`src/rtl/mod_shiftrows_stream_pkg.sv`:
```
// mod_shiftrows_stream_pkg: shared AES byte type, default geometry and ShiftRows mode enum
package aes_pkg;
  localparam int DEF_BYTE_W = 8;
  localparam int DEF_NCOLS = 4;
  typedef logic [DEF_BYTE_W-1:0] byte_t;
  typedef enum logic {SR_FWD, SR_INV} sr_mode_e;
endpackage

```
`src/rtl/mod_shiftrows_stream_if.sv`:
```
// mod_shiftrows_stream_if: byte-in / block-out streaming handshake bundle
interface mod_shiftrows_stream_if
  import aes_pkg::*;
#(
  parameter int BYTE_W = DEF_BYTE_W,
  parameter int NCOLS = DEF_NCOLS
);
  localparam int NB = 4 * NCOLS;
  logic in_valid;
  logic in_ready;
  logic [BYTE_W-1:0] in_data;
  logic in_last;
  logic in_inv;
  logic out_valid;
  logic out_ready;
  logic [NB*BYTE_W-1:0] out_data;
  logic out_inv;
  modport master(
    output in_valid, in_data, in_last, in_inv, out_ready,
    input in_ready, out_valid, out_data, out_inv
  );
  modport slave(
    input in_valid, in_data, in_last, in_inv, out_ready,
    output in_ready, out_valid, out_data, out_inv
  );
endinterface

```
`src/rtl/mod_shiftrows_stream_perm.sv`:
```
// mod_shiftrows_perm: combinational ShiftRows / InvShiftRows on a row-major 4 x NCOLS state
module mod_shiftrows_perm
  import aes_pkg::*;
#(
  parameter int BYTE_W = DEF_BYTE_W,
  parameter int NCOLS = DEF_NCOLS
) (
  input  logic [4*NCOLS*BYTE_W-1:0] state,
  input  sr_mode_e                  mode,
  output logic [4*NCOLS*BYTE_W-1:0] permuted
);
  for (genvar r = 0; r < 4; r++) begin : g_r
    for (genvar c = 0; c < NCOLS; c++) begin : g_c
      localparam int FS = r * NCOLS + (c + r) % NCOLS;
      localparam int IS = r * NCOLS + (c + NCOLS - r % NCOLS) % NCOLS;
      assign permuted[(r*NCOLS+c)*BYTE_W +: BYTE_W] = mode == SR_INV ?
        state[IS*BYTE_W +: BYTE_W] : state[FS*BYTE_W +: BYTE_W];
    end
  end
endmodule

```
`src/rtl/mod_shiftrows_stream.sv`:
```
// mod_shiftrows_stream: ping-pong byte collector presenting ShiftRows-permuted blocks
module mod_shiftrows_stream
  import aes_pkg::*;
#(
  parameter int BYTE_W = DEF_BYTE_W,
  parameter int NCOLS = DEF_NCOLS
) (
  input  logic                    clk,
  input  logic                    resetn,
  input  logic                    clr,
  mod_shiftrows_stream_if.slave   s,
  output logic                    err
);
  localparam int NB = 4 * NCOLS;
  localparam int CW = $clog2(NB);
  logic [NB*BYTE_W-1:0] r_bank [2];
  sr_mode_e             r_mode [2];
  logic [1:0]           r_full;
  logic                 r_wp;
  logic                 r_rp;
  logic [CW-1:0]        r_cnt;
  logic                 r_err;
  logic                 w_acc;
  logic                 w_pop;
  logic                 w_end;
  logic [NB*BYTE_W-1:0] w_perm;
  assign w_acc = s.in_valid && s.in_ready;
  assign w_pop = s.out_valid && s.out_ready;
  assign w_end = r_cnt == CW'(NB - 1);
  assign s.in_ready = ~&r_full;
  assign s.out_valid = r_full[r_rp];
  assign s.out_data = s.out_valid ? w_perm : '0;
  assign s.out_inv = s.out_valid && r_mode[r_rp] == SR_INV;
  assign err = r_err;
  mod_shiftrows_perm #(.BYTE_W(BYTE_W), .NCOLS(NCOLS)) u_perm (
    .state(r_bank[r_rp]),
    .mode(r_mode[r_rp]),
    .permuted(w_perm)
  );
  // The write bank is never the presented bank while filling, so pop and completion never collide
  always_ff @(posedge clk or negedge resetn) begin
    if (!resetn) begin
      r_bank <= '{default: '0};
      r_mode <= '{default: SR_FWD};
      r_full <= '0;
      r_wp <= 1'b0;
      r_rp <= 1'b0;
      r_cnt <= '0;
      r_err <= 1'b0;
    end else if (clr) begin
      r_full <= '0;
      r_wp <= 1'b0;
      r_rp <= 1'b0;
      r_cnt <= '0;
      r_err <= 1'b0;
    end else begin
      r_err <= w_acc && (w_end ? !s.in_last : s.in_last);
      if (w_pop) begin
        r_full[r_rp] <= 1'b0;
        r_rp <= ~r_rp;
      end
      if (w_acc) begin
        r_bank[r_wp][r_cnt*BYTE_W +: BYTE_W] <= s.in_data;
        if (r_cnt == '0) r_mode[r_wp] <= sr_mode_e'(s.in_inv);
        r_cnt <= (w_end || s.in_last) ? '0 : r_cnt + 1'b1;
        if (w_end) begin
          r_full[r_wp] <= 1'b1;
          r_wp <= ~r_wp;
        end
      end
    end
  end
endmodule

```
`src/flat_wrapper.sv`:
```
// flat-port wrapper written by rule: the top's interface ports become plain ports
module mod_shiftrows_stream_flat import aes_pkg::*;
#(
  parameter int BYTE_W = DEF_BYTE_W,
  parameter int NCOLS = DEF_NCOLS
)
  (clk, resetn, clr, err, s_in_valid, s_in_data, s_in_last, s_in_inv, s_out_ready, s_in_ready, s_out_valid, s_out_data, s_out_inv);
  mod_shiftrows_stream_if #(.BYTE_W(BYTE_W), .NCOLS(NCOLS)) s_i ();
  input  logic clk;
  input  logic resetn;
  input  logic clr;
  output logic err;
  input wire logic [$bits(s_i.in_valid)-1:0] s_in_valid;
  input wire logic [$bits(s_i.in_data)-1:0] s_in_data;
  input wire logic [$bits(s_i.in_last)-1:0] s_in_last;
  input wire logic [$bits(s_i.in_inv)-1:0] s_in_inv;
  input wire logic [$bits(s_i.out_ready)-1:0] s_out_ready;
  output wire logic [$bits(s_i.in_ready)-1:0] s_in_ready;
  output wire logic [$bits(s_i.out_valid)-1:0] s_out_valid;
  output wire logic [$bits(s_i.out_data)-1:0] s_out_data;
  output wire logic [$bits(s_i.out_inv)-1:0] s_out_inv;
  assign s_i.in_valid = s_in_valid;
  assign s_i.in_data = s_in_data;
  assign s_i.in_last = s_in_last;
  assign s_i.in_inv = s_in_inv;
  assign s_i.out_ready = s_out_ready;
  assign s_in_ready = s_i.in_ready;
  assign s_out_valid = s_i.out_valid;
  assign s_out_data = s_i.out_data;
  assign s_out_inv = s_i.out_inv;
  mod_shiftrows_stream #(.BYTE_W(BYTE_W), .NCOLS(NCOLS)) u_core (.clk(clk), .resetn(resetn), .clr(clr), .s(s_i), .err(err));
endmodule
```
`config.mk`:
```
export PLATFORM = sky130hd
export DESIGN_NAME = mod_shiftrows_stream_flat
export DESIGN_NICKNAME = d
export VERILOG_FILES = /design/src/rtl/mod_shiftrows_stream_pkg.sv /design/src/rtl/mod_shiftrows_stream_if.sv /design/src/rtl/mod_shiftrows_stream_perm.sv /design/src/rtl/mod_shiftrows_stream.sv /design/src/flat_wrapper.sv
export SDC_FILE = /design/constraint.sdc
export NUM_CORES = 1
export LEC_CHECK = 0
export BUFFER_PORTS_ARGS = -buffer_cell sky130_fd_sc_hd__buf_4
export CELL_PAD_IN_SITES_DETAIL_PLACEMENT = 1
export CELL_PAD_IN_SITES_GLOBAL_PLACEMENT = 2
export CORE_ASPECT_RATIO = 1.2
export CORE_MARGIN = 2
export CORE_UTILIZATION = 38
export DETAILED_ROUTE_END_ITERATION = 6
export GPL_TIMING_DRIVEN = 0
export PLACE_DENSITY = 0.75
export REMOVE_ABC_BUFFERS = 1
export SETUP_SLACK_MARGIN = 0.05
export SYNTH_ARGS = -nofsm -noshare
export SYNTH_HDL_FRONTEND = slang
export SYNTH_SLANG_ARGS = --single-unit
```
`constraint.sdc`:
```
create_clock -name clk -period 2.6 [get_ports clk]
set_clock_uncertainty 0.2 [all_clocks]
set_input_delay 0.65 -clock clk [delete_from_list [all_inputs] [get_ports clk]]
set_output_delay 0.65 -clock clk [all_outputs]
set_load 0.05 [all_outputs]
```
==> key figures <==
Power and ir drop
  • Peak supply drop: around 0.48 mV
  • P_leak: 8.80 nW
  • Power Density: 463 nW/um2
  • Total power: 9.11 mW

STA
  • Period minus WS final: about 3400 ps
  • Final Hold Fails: 0
  • Fmax: 0.291 GHz
  • Max transition margin: a little under two fifths
  • Hold slack: 173 ps
  • Final setup violation count: 130
  • Post-route setup TNS: -94,810 ps
  • Crit share post-route: 132%
  • Worst setup margin: -836 ps
  • Least-Margin Pin Slew: 933 ps
  • Slew Viols, Final: 0
  • RSZ-0062 raised after global routing: true

Routing
  • DRT iter0 DRCs: about 550
  • Post-route DRC: 0
  • Via count of the routed design: 9,733
  • DRT Pass-1 Iters: 5
  • Vias/cell: roughly 5.5
  • Wirelength, routed: 43.3 mm
  • WL per Instance: 24.7 um
  • ANT nets after route: 0

Yosys
  • Area of the mapped netlist: around 14,000 um2
  • Yosys warns: 0
  • Dominant synthesized flop cell: dfrtp_1
  • Mapped Cells: 1,035
  • Synth area leaders: dfrtp_1 (48%), mux2_2 (19%), mux4_2 (10%)
  • Area leader, netlist: dfrtp_1
  • Post-synth cell types: 46
  • Ys async rst share: 100%
  • Synth Register Bits: 267
  • Register area share after synthesis: 47.7%
  • Area share of the largest cell type after synthesis: about 48%
  • EDFF count, synth: 0
  • Syn_area_per_cell: 13.5 um2

Cells and area
  • Core Util, Final: 53.8%
  • Filler cells: 3,523
  • Layout net count: 1,280
  • Most frequent cells in the layout: dfrtp_1 (261), mux2_2 (223), buf_6 (111), mux4_2 (64), nor2_4 (63)
  • Commonest non-fill, non-tap cell in the layout: dfrtp_1
  • Layout Cells excl Fill: 1,754
  • Share of cells above drive strength 1: between 60% and 70%
  • Design area: 19,700 um2
  • Area of the multi-input gates: 7940 um2
  • Area Growth Syn to Fin: 40.5%
  • Reg area: 6690 um2

Global routing
  • GRT Total Usage: 22.2%
  • Largest net degree at the start of global routing: 121
  • Vias in the first global route: about 10,000
  • First-pass GRT wire length: 64.2 mm
  • Grt ovf: 0
  • Antenna violations before repair: 2

Clock network
  • # H-tree levels: 1
  • CTS tree: built
  • Worst skew pair latency: ~560 ps
  • Root Driver: clkbuf_16
  • Clock Sink Count: 267
  • Cts bufs inserted: 28
  • Clock transition at the registers of the reported paths: 70 ps
  • Max Root-Sink Buffers: 3

Placed design
  • Placed cell areas: ~16,000 um2
  • Dpl hpwl: around 24 mm
  • Cells after DPL: 1,603
  • Setup WS pre-CTS: -1790 ps
  • Buffers on Ports: 146
  • Final Wtd Congestion: 0.754

Floorplan
  • I/O pin cnt: 147
  • Die height: 214 um
  • DIE WIDTH: 179 um
  • Initial Utilization: 38.3%
  • Die area: 38,400 um2
  • Core Rows: 77
  • Total core area: 36,600 um2

Critical path
  • Critical Path Slowest Stage Cell: dfrtp_4
  • CP max stage delay: 500 ps
  • CP delay by family, top: buffers and inverters
  • Data arrival, critical path: roughly 2600 ps
  • Startpoint types: register
  • Worst Setup End Kind: output port
  • Worst reg2reg setup slack: 50 ps
  • CP dominant cell by count: buf_16
  • Worst Path Required: 1750 ps
  • Maximum fanout along the worst path: 10
  • Worst path cell trace: buf_16 > buf_16 > mux2i_4 > clkbuf_16 > buf_8 > buf_16 > mux4_2 > and2_4 > buf_6
  • CP bufs+invs: 6
  • Critical path class: register to output port

Status
  • Status: finished, violations left
  • Violated checks: negative setup slack

Job
  • Max-Cap Viols: 0

Hold path
  • Worst Hold Class: input port to register
==> Yosys cell counts, types with 2 or more instances <==
cell type	number
dfrtp_1	267
nor2_2	2
nand2b_1	2
inv_1	7
nor2b_1	5
buf_6	5
nand2_1	12
a21bo_1	2
xnor2_1	2
buf_2	20
and4_1	2
buf_4	2
buf_1	7
mux2_1	11
nor3b_1	18
mux2i_1	66
nand4_1	3
mux2_4	16
nor3_4	6
or2_1	2
nand3_2	7
nor3_1	3
nor2_1	78
and2_1	98
nor4_4	3
ha_1	4
and4_4	3
mux4_2	64
a21oi_1	4
mux2_2	231
nand3_1	14
clkbuf_1	29
and3_1	26
a22oi_1	2
==> power by group <==
part,total (mW),switching [mW],internal (mW)
Clock,4.13,1.67,2.46
Sequential,4.24,0.0317,4.21
Combinational,0.742,0.424,0.318
Total,9.11,2.12,6.99
==> layout make-up <==
| class | count | share of cell area [%] |
|---|---|---|
| diodes | 1 | 0.0127 |
| well taps | 474 | 3.01 |
| clock inverters | 8 | 0.604 |
| inverters | 7 | 0.267 |
| flip-flops and latches | 267 | 34.0 |
| repair inverters | 5 | 0.375 |
| repair buffers | 253 | 17.2 |
| clock buffers | 40 | 4.15 |
| multi-input cells | 699 | 40.4 |
==> what timing repair did <==
action / CTS / global route
gates cloned: 14 / 6
hold buffers: 1 / 0
setup buffers: 59 / 30
pin swaps: 52 / 36
setup endpoints to repair: 386 / 366
hold endpoints to repair: 31 / 0
resized for setup: 363 / 141
==> state kept, by name (all words and copies together) (netlist names) <==
register	count
u_core.r_wp	1
u_core.err	1
u_core.r_rp	1
u_core.r_mode	2
u_core.r_full	2
u_core.r_bank	256
u_core.r_cnt	4
==> path summary, 6_finish.rpt <==
kind,cells after the start,endpoint,start
worst max-delay path,9,s_out_data[37],u_core.r_rp$_DFFE_PN0P_
worst min-delay path,2,u_core.r_cnt[1]$_DFFE_PN0P_,clr
worst max register to register,8,u_core.r_bank[130]$_DFFE_PN0P_,u_core.r_cnt[0]$_DFFE_PN0P_
worst min register to register,1,u_core.r_bank[136]$_DFFE_PN0P_,u_core.r_bank[136]$_DFFE_PN0P_
max in group asynchronous,3,u_core.r_bank[183]$_DFFE_PN0P_,resetn
min in group asynchronous,2,u_core.r_bank[219]$_DFFE_PN0P_,resetn
==> metal layers <==
layer  routed length [um]  global-route usage (%)
met5                    0                       0
met1                18100                    29.6
met4                 1080                    7.61
met3                 1750                    2.16
met2                22400                    37.6
==> cell families after synthesis <==
family | after synthesis | synth area share [%]
muxes | 388 | 36.2
and+or+nand+nor | 289 | 12.5
DFF | 267 | 47.7
buffers and inverters | 70 | 2.38
AOI/OAI and AO/OA | 15 | 0.777
adders and majority gates | 4 | 0.357
xor gates and xnor gates | 2 | 0.125
No activity file was read; power rests on OpenSTA's default activity.
